[src/rtl/ctrl_block.sv]
// rtl/ctrl_block.sv - multicycle fetch/decode/exec control sequencer for the reduced RISC-V core
//
// Ports:
//   clk, rst            clock; asynchronous active-high reset
//   instr_req           fetch request (high in FETCH, low while rst is high)
//   instr_addr          fetch address, always equal to pc
//   instr_valid, instr  instruction word handshake, sampled only in FETCH
//   EQ                  datapath equality flag, sampled at the end of EXEC
//   rs1, rs2, rd        register-file addresses
//   ALUsrc, ALUctrl     operand-2 select (1 = ImmOp), ALU op (1 = subtract/compare)
//   ImmOp               sign-extended immediate
//   RegWrite            register-file write enable, high only during EXEC
//   pc                  current program counter
//   illegal             sticky unsupported-instruction flag

module ctrl_block #(
    parameter int A_WIDTH = 32,
    parameter int D_WIDTH = 32
) (
    input  logic               clk,
    input  logic               rst,
    output logic               instr_req,
    output logic [A_WIDTH-1:0] instr_addr,
    input  logic               instr_valid,
    input  logic [31:0]        instr,
    input  logic               EQ,
    output logic [4:0]         rs1,
    output logic [4:0]         rs2,
    output logic [4:0]         rd,
    output logic               ALUsrc,
    output logic               ALUctrl,
    output logic [D_WIDTH-1:0] ImmOp,
    output logic               RegWrite,
    output logic [A_WIDTH-1:0] pc,
    output logic               illegal
);

    typedef enum logic [1:0] {
        FETCH  = 2'd0,
        DECODE = 2'd1,
        EXEC   = 2'd2
    } state_t;

    state_t      state;
    state_t      state_nxt;
    logic [31:0] ir;

    logic [6:0]         opcode;
    logic [2:0]         funct3;
    logic [6:0]         funct7;
    logic               is_addi;
    logic               is_add;
    logic               is_bne;
    logic signed [31:0] imm_i;
    logic signed [31:0] imm_b;

    assign opcode = ir[6:0];
    assign funct3 = ir[14:12];
    assign funct7 = ir[31:25];

    assign is_addi = (opcode == 7'b0010011) && (funct3 == 3'b000);
    assign is_add  = (opcode == 7'b0110011) && (funct3 == 3'b000) && (funct7 == 7'b0000000);
    assign is_bne  = (opcode == 7'b1100011) && (funct3 == 3'b001);

    assign imm_i = {{20{ir[31]}}, ir[31:20]};
    assign imm_b = {{19{ir[31]}}, ir[31], ir[7], ir[30:25], ir[11:8], 1'b0};

    assign instr_addr = pc;

    always_ff @(posedge clk or posedge rst) begin
        if (rst) begin
            state <= FETCH;
        end else begin
            state <= state_nxt;
        end
    end

    // instr_req is gated by rst so the request is withdrawn the moment reset rises.
    always_comb begin
        state_nxt = state;
        instr_req = 1'b0;
        case (state)
            FETCH: begin
                instr_req = ~rst;
                if (instr_valid) begin
                    state_nxt = DECODE;
                end
            end
            DECODE:  state_nxt = EXEC;
            EXEC:    state_nxt = FETCH;
            default: state_nxt = FETCH;
        endcase
    end

    // Controls are registered in DECODE so they are stable for the whole EXEC cycle.
    // The IR stays valid through EXEC, so the branch decision re-decodes it there.
    always_ff @(posedge clk or posedge rst) begin
        if (rst) begin
            ir       <= '0;
            pc       <= '0;
            rs1      <= '0;
            rs2      <= '0;
            rd       <= '0;
            ALUsrc   <= 1'b0;
            ALUctrl  <= 1'b0;
            ImmOp    <= '0;
            RegWrite <= 1'b0;
            illegal  <= 1'b0;
        end else begin
            case (state)
                FETCH: begin
                    if (instr_valid) begin
                        ir <= instr;
                    end
                end
                DECODE: begin
                    rs1      <= (is_addi || is_add || is_bne) ? ir[19:15] : 5'd0;
                    rs2      <= (is_add || is_bne) ? ir[24:20] : 5'd0;
                    rd       <= (is_addi || is_add) ? ir[11:7] : 5'd0;
                    ALUsrc   <= is_addi;
                    ALUctrl  <= is_bne;
                    ImmOp    <= is_addi ? D_WIDTH'(imm_i) : (is_bne ? D_WIDTH'(imm_b) : '0);
                    RegWrite <= is_addi || is_add;
                    if (!(is_addi || is_add || is_bne)) begin
                        illegal <= 1'b1;
                    end
                end
                EXEC: begin
                    RegWrite <= 1'b0;
                    if (is_bne && !EQ) begin
                        pc <= pc + A_WIDTH'(imm_b);
                    end else begin
                        pc <= pc + A_WIDTH'(32'd4);
                    end
                end
                default: begin
                    RegWrite <= 1'b0;
                end
            endcase
        end
    end

endmodule

[config.mk]
export PLATFORM = sky130hd
export DESIGN_NAME = ctrl_block
export DESIGN_NICKNAME = d
export VERILOG_FILES = /design/src/rtl/ctrl_block.sv
export SDC_FILE = /design/constraint.sdc
export NUM_CORES = 1
export LEC_CHECK = 0
export CORE_ASPECT_RATIO = 2
export CORE_MARGIN = 5
export CORE_UTILIZATION = 39
export CTS_CLUSTER_SIZE = 40
export DETAILED_ROUTE_END_ITERATION = 12
export GPL_TIMING_DRIVEN = 0
export PLACE_DENSITY_LB_ADDON = 0.3
export SYNTH_ARGS = -nofsm -noshare
export SYNTH_HDL_FRONTEND = slang
export SYNTH_SLANG_ARGS = --single-unit
[constraint.sdc]
create_clock -name clk -period 3.05 [get_ports clk]
set_clock_uncertainty 0.2 [all_clocks]
set_input_delay 0.4575 -clock clk [delete_from_list [all_inputs] [get_ports clk]]
set_output_delay 0.4575 -clock clk [all_outputs]
set_load 0.01 [all_outputs]
# Word-level counts from Yosys, hierarchy flattened
# Cells that the tools add are included.
# Widths: inputs -> output; s select.
# word_totals
wordCells	46
out_inout_bits	116
ff_bits	117
in_bits	36
# classes
bitwise_logic	2
mux	10
reduce_logical	14
addsub	2
n_eq_ne	7
# op_table
operator	n
$mux 32	3
$add 32x3->32 const B	1
$add 32x32->32	1
$mux 5	3
$eq 7x5->1 const B	1
$eq 7x6->1 const B	1
$eq 7x7->1 const B	1
$logic_not 7->1	1
$logic_and 1x1->1	5
$pmux 2 s2	1
$reduce_and 2->1	2
$eq 3x1->1 const B	1
$logic_not 3->1	1
$logic_or 1x1->1	3
$eq 2x1->1 const B	1
$eq 2x2->1 const B	1
$logic_not 2->1	1
$mux 2	1
$ne 2x2->1 const B	1
$not 1->1	2
$pmux 1 s2	1
$logic_not 1->1	1
$mux 1	1

# Longest topological paths before layout
# Gate-level depths: netlist (run 1).
# logic_depth
depth_word	7
mapped_depth	11
depth_no_buf	11

# Least setup slack after synthesis (run 1)
# OpenSTA, ideal clock, no wires.
# synth_path
path_kind	flip-flop to flip-flop
start	register pc[1], in the netlist instr_addr[1]
end	register pc[31], in the netlist instr_addr[31]
synth_period_minus_slack_ns	3.062
setup_time_ns	0.128
required_ns	2.722
arrival_ns	2.735
n_path_buf	0
path_slack_ns	-0.012
stages_incl_launch_ff	12
path_cell_list	dfrtp_1 ha_1 inv_1 fa_1 and2b_2 o2111ai_4 a2111oi_4 o311ai_4 a2111oi_4 or3_1 a31oi_2 xor2_1
# synth_via
elab_chain_len	2
word_cells_on_any_way	3
cone_classes	add/sub: 2; mux: 1
# synth_rtl
item	line_no	rtl
start, declared	34	output logic [A_WIDTH-1:0] pc,
start signal, assigned	131	pc <= pc + A_WIDTH'(imm_b);
start signal, assigned	133	pc <= pc + A_WIDTH'(32'd4);
$add 32x3->32 / $add 32x32->32 (equally long branches)	133, 131	
$mux 32 (*)	130	if (is_bne && !EQ) begin
# Mark *: on every way between the ends. The rest lies on a longest branch, timed or not.
# A chain may end at the register's enable or synchronous reset.

# Worst setup path after layout (run 1)
# layout_path
start	register ir[8]
end	register pc[31], in the netlist instr_addr[31]
# layout_via
elab_chain_len	2
# layout_rtl
item	line_no	rtl
start, declared	46	logic [31:0] ir;
start signal, assigned	113	ir <= instr;
$add 32x32->32	131	
$mux 32	130	
# No other way between the ends.

==> results of run 1 <==
synth_stat cells, types with 6 or more instances:
cell / n
or3_1: 7
o21ai_0: 43
ha_1: 31
clkbuf_1: 29
o21bai_1: 9
mux2_2: 32
nand4_1: 17
buf_4: 52
a22o_1: 17
dfrtp_1: 97
xor2_1: 12
a21oi_1: 71
nor3_1: 15
nand2_1: 47
a221oi_1: 6
a31oi_1: 8
xnor2_1: 9
inv_1: 13
a21o_1: 15
nor2_1: 50
nand3_1: 28
timing repair:
item	4_1_cts	5_1_grt
pin swaps	12	10
gates resized for setup	17	16
hold buffers	0	0
setup endpoints to repair	18	19
setup buffers	5	3
cloned	0	0
worst reg2reg max path, delay by kind of cell (launching register included):
kind,cells,cell delay [ps]
adder cells (fa/ha/maj),2,470
AO/OA/AOI/OAI,5,1300
XOR/XNOR,1,150
flip-flops,1,400
buffers and inverters,1,40
AND/OR/NAND/NOR,2,450
layout make-up:
cell class / count / area, um^2
clock buffers: 9 / 225
inverters: 13 / 52.6
plain buffers: 83 / 510
clock inverters: 7 / 76.3
repair buffers: 159 / 1590
flip-flops and latches: 97 / 2430
fillers: 1500 / 7530
multi-input cells: 499 / 3500
well taps: 204 / 255
through the flow:
| step | util | TNS (ps) | hold slack, ps | cells | power [uW] |
|---|---|---|---|---|---|
| finish | 0.534 | -63.2 | 265 | 1071 | 5030 |
| global route | 0.534 | -523 | 290 | 1071 | 5350 |
| CTS | 0.529 | -225 | 267 | 1069 | 5020 |
| detailed placement | 0.504 | -5360 | 247 | 1048 | 3770 |
| global placement | 0.502 | -4540 | 244 | 1046 | 3740 |
| floorplan | - | 0 | 262 | 693 | 3050 |
cell usage in the layout (no fill, tap or decap), drive strengths merged, types with 17 or more instances in the layout:
master / netlist / final
a21oi: 73 / 73
a22o: 17 / 17
buf: 54 / 65
clkbuf: 30 / 37
clkdlybuf4s50: 0 / 149
dfrtp: 97 / 97
ha: 31 / 31
inv: 13 / 17
mux2: 32 / 32
nand2: 47 / 47
nand3: 28 / 28
nand4: 17 / 17
nor2: 50 / 50
o21ai: 45 / 45
worst max path at each step:
stage                      to  slack [ps]          start  cells past startpoint
3_3_place_gp   instr_addr[27]        -460         ir[31]                     10
2_1_floorplan  instr_addr[31]          40  instr_addr[1]                     11
3_5_place_dp   instr_addr[31]        -490         ir[31]                     10
4_1_cts        instr_addr[31]        -120          ir[8]                     11
5_1_grt        instr_addr[31]        -200          ir[8]                     11
6_report       instr_addr[31]         -60          ir[8]                     11
kinds of logic after synthesis:
logic type | share of synthesized area
flip-flops | 0.381
XOR/XNOR | 0.0289
adder cells (fa/ha/maj) | 0.0640
multiplexers | 0.0581
AO/OA/AOI/OAI | 0.225
AND/OR/NAND/NOR | 0.154
other | 0.000589
buffers and inverters | 0.0884
per-layer routing:
layer  vias up  GRT usage  wire (um)
met2       270      0.393      11100
met4         0      0.128       1270
met1      2851      0.219       6890
met5         -          0          0
li1       2834          -          -
met3        82     0.0443       1220
sequential cells by signal, summed over array words and instances (netlist names):
name / cells
ir: 32
instr_addr: 31
ImmOp: 13
rd: 5
rs1: 5
rs2: 5
state: 2
ALUctrl: 1
ALUsrc: 1
RegWrite: 1
illegal: 1
report_power, final:
part | leakage [uW] | internal [uW] | total (uW) | switching, uW
logic | 0.00224 | 1010 | 2130 | 1120
clock network | 0.000149 | 586 | 1170 | 582
registers | 0.00119 | 1470 | 1730 | 260
==> flow_summary.yaml, run 1 <==
worst_hold_path:
  min_delay_path_depth: 1
  min_path_type: "reg2reg"
  hp-start: "illegal"
  holdPathEnd: "illegal"
flow_run:
  drv_cap: 0
clocking:
  clk-insertion-delay-late_ps: 350
  cts_buffers: 9
  root_buffer: "clkbuf_16"
  cts_tree: "built"
  clk_pin_slew_ps: 80
  htreeDepth: 3
  cts_max_path_buffers: 2
  cts.sinks: 97
worst_setup_path:
  crit_buf_inv: 1
  crit_required_ps: 3090
  rr_worst_depth: 11
  crit_type: "reg2reg"
  critPathLaunchType: "register"
  critPathMaxFanout: 4
  r2r_setup_slack_ps: -60
  r2r_end: "instr_addr[31]"
  rr_startpoint: "ir[8]"
  cp_slowest_cell: "a2111oi_4"
  critPathArrivalTime_ps: 3150
  endpoint_kind: "register"
  slowest_delay_ps: 430
  critical_path.cell_chain: "ha_4, inv_2, fa_2, and2b_2, o2111ai_4, a2111oi_4, o311ai_4, a2111oi_4, or3_1, a31oi_2, xor2_1"
  crit_top_cell: "a2111oi_4"
  cpLargestDelayFamily: "compound AO/OA/AOI/OAI gates"
global_route:
  antenna_found_initial: 0
  grtUsageTotal: 0.215
  grt_max_degree: 43
  grt_pass1_vias: 6221
  grt_overflow: 0
  grt_pass1_wl_um: 32500
timing:
  maxSlewHeadroom: 0.310
  drv_slew: 0
  period_minus_slack_ps: 3110
  fmax_mhz: 321
  rsz0062_at_grt: "yes"
  setup-violations-final: 1
  finalCritPeriodShare: 1.02
  setup_slack_ps: -63.2
  worst_pin_slew_ps: 1030
  hold_violations: 0
placed_design:
  place_area_um2: 8160
  dp_slack_ps: -493
  port_buffers: 149
  gp_congestion: 0.944
  hpwlAfterDp_um: 15800
finish:
  nets: 930
  drive_gt1_frac: 0.179
  antennaDiodeCount: 0
  final_cell_area_um2: 8650
  syn_to_final_growth_pct: 35.8
floorplanning:
  dieArea_um2: 19100
  coreArea_um2: 16200
  rows: 66
  die_h_um: 191
  initial_core_util: 0.394
  die_w_um: 100
  ios: 152
pwr:
  p_leak_uw: 0.00357
  ir_worst_vdd_uv: 499
  power.density_nw_per_um2: 582
synthesis:
  postSynthCellCount: 692
  yosys.area.top_type: "dfrtp_1"
  synth_flop_cell: "dfrtp_1"
  ys_seq_area_frac: 0.381
  yosysTopAreaCellShare: 0.381
  postSynthAreaPerCell_um2: 9.20
  postSynthRegisterBits: 97
  synth_area_um2: 6370
  synth_edf_count: 0
  synth_cell_types: 66
  yosys_warnings: 0
  synth_area_leaders: "dfrtp_1, buf_4, ha_1, mux2_2, a21oi_1"
  synth-async-reset-ratio: 1.00
run_status:
  status: "complete, but fails checks"
  violations: "setup timing"
detailed_routing:
  wl_um: 20500
  drc_errors: 0
  via_per_inst: 5.64
  drt_iter0_drc: 294
  wl_per_cell_um: 19.1
  ant_nets: 0
  firstDrtPassIters: 5
  vias: 6037
Note: power is estimated with default switching activity, not from simulation.
==> run 2: changes to the inputs <==
--- a/config.mk
+++ b/config.mk
@@ -10,8 +10,10 @@
 export CORE_UTILIZATION = 39
 export CTS_CLUSTER_SIZE = 40
 export DETAILED_ROUTE_END_ITERATION = 12
+export GPL_ROUTABILITY_DRIVEN = 0
 export GPL_TIMING_DRIVEN = 0
 export PLACE_DENSITY_LB_ADDON = 0.3
+export RECOVER_POWER = 100
 export SYNTH_ARGS = -nofsm -noshare
 export SYNTH_HDL_FRONTEND = slang
 export SYNTH_SLANG_ARGS = --single-unit
==> flow_summary.yaml, run 2 (synthesized netlist as in run 1, its figures left out) <==
worst_setup_path:
  crit_type: "reg2reg"
  cp_slowest_cell: "a2111oi_4"
  critical_path.cell_chain: "ha_4, inv_2, fa_2, and2b_2, o2111ai_4, a2111oi_4, o311ai_4, a2111oi_4, or3_1, a31oi_2, xor2_1"
  crit_required_ps: 3090
  slowest_delay_ps: 460
  endpoint_kind: "register"
  critPathMaxFanout: 4
  crit_top_cell: "a2111oi_4"
  cpLargestDelayFamily: "compound AO/OA/AOI/OAI gates"
  crit_buf_inv: 1
  critPathArrivalTime_ps: 3140
  critPathLaunchType: "register"
global_route:
  grtUsageTotal: 0.215
  grt_pass1_vias: 6111
  grt_overflow: 0
  grt_pass1_wl_um: 32200
  antenna_found_initial: 0
  grt_max_degree: 30
timing:
  hold_ws_ps: 266
  setup-violations-final: 3
  worst_pin_slew_ps: 1340
  hold_violations: 0
  rsz0062_at_grt: "yes"
  fmax_mhz: 322
  period_minus_slack_ps: 3110
  setup_slack_ps: -59.7
  finalSetupTns_ps: -135
  finalCritPeriodShare: 1.02
  drv_slew: 0
  maxSlewHeadroom: 0.108
worst_hold_path:
  min_path_type: "reg2reg"
finish:
  largest_register: "ir"
  largest_register_ffs: 32
  final_util: 0.532
  nets: 931
  final_cell_area_um2: 8610
  drive_gt1_frac: 0.171
  antennaDiodeCount: 0
  final_cell_mix: "clkdlybuf4s50_1, dfrtp_1, a21oi_1"
  final_cells: 1072
  syn_to_final_growth_pct: 35.1
  final_common_cell: "clkdlybuf4s50_1"
detailed_routing:
  drc_errors: 0
  vias: 6094
  wl_per_cell_um: 19.2
  wl_um: 20600
  drt_iter0_drc: 308
  ant_nets: 0
  via_per_inst: 5.68
  firstDrtPassIters: 7
flow_run:
  drv_cap: 0
floorplanning:
  die_h_um: 191
  rows: 66
  initial_core_util: 0.394
  dieArea_um2: 19100
  ios: 152
  coreArea_um2: 16200
  die_w_um: 100
clocking:
  clk-insertion-delay-late_ps: 350
  cts_tree: "built"
  cts_max_path_buffers: 2
  htreeDepth: 3
  root_buffer: "clkbuf_16"
  clk_pin_slew_ps: 80
  cts_hold_buf: 0
  cts_buffers: 9
  cts.sinks: 97
pwr:
  power.density_nw_per_um2: 581
  ir_worst_vdd_uv: 474
  p_leak_uw: 0.00367
placed_design:
  hpwlAfterDp_um: 16000
  placedCellCount: 1049
  port_buffers: 149
  place_area_um2: 8190
run_status:
  violations: "setup timing"
  status: "complete, but fails checks"
==> run 2: stage by stage <==
step,power [uW],setup WS (ps)
after floorplan,3050,41.3
after global placement,3740,-443
after detailed placement,3780,-493
after CTS,4990,-110
after global routing,5310,-209
final,5000,-59.7
==> run 2: final cells by class <==
cell class,count,area (um^2)
buffer,84,515
tap,204,255
multi-input combinational,499,3480
sequential,97,2430
clock buffer,9,225
timing repair buffer,159,1570
fill,1519,7580
inverter,13,50.0
clock inverter,7,71.3
==> run 2: metal layers <==
layer  up-vias  wire length, um  track usage  part of all wire
met5         -                0            0                 0
met4         0             1240        0.134             0.060
met3        84             1160       0.0399             0.056
met2       268            11200        0.393              0.54
met1      2910             7000        0.218              0.34
li1       2832                -            -                 -
==> run 2: where the power goes <==
part / internal (uW) / switching [uW] / total [uW]
sequential: 1470 / 271 / 1740
combinational: 988 / 1120 / 2110
clock: 579 / 566 / 1140
==> run 2: final timing paths <==
check                         from              to  slack, ps  depth (start not counted)
max                          ir[8]  instr_addr[31]        -60                         11
min                        illegal         illegal        270                          1
max reg2reg                  ir[8]  instr_addr[31]        -60                         11
min reg2reg                illegal         illegal        270                          1
max in group asynchronous      rst          ir[31]        350                          3
min in group asynchronous      rst          ALUsrc        510                          2
==> run 2: worst register-to-register path: cells and delay by family, from the launching register on <==
| kind | cells | cell delay [ps] |
|---|---|---|
| adders and majority gates | 2 | 460 |
| DFF | 1 | 390 |
| and+or+nand+nor | 2 | 440 |
| buffers and inverters | 1 | 30 |
| AOI/OAI and AO/OA | 5 | 1310 |
| xor gates and xnor gates | 1 | 160 |
==> run 2: repair_timing <==
| item | CTS | global route |
|---|---|---|
| gates resized for setup | 13 | 16 |
| hold endpoints to repair | 0 | 0 |
| setup buffers | 5 | 2 |
| pin swaps | 10 | 5 |
| endpoints found under the setup margin | 20 | 19 |
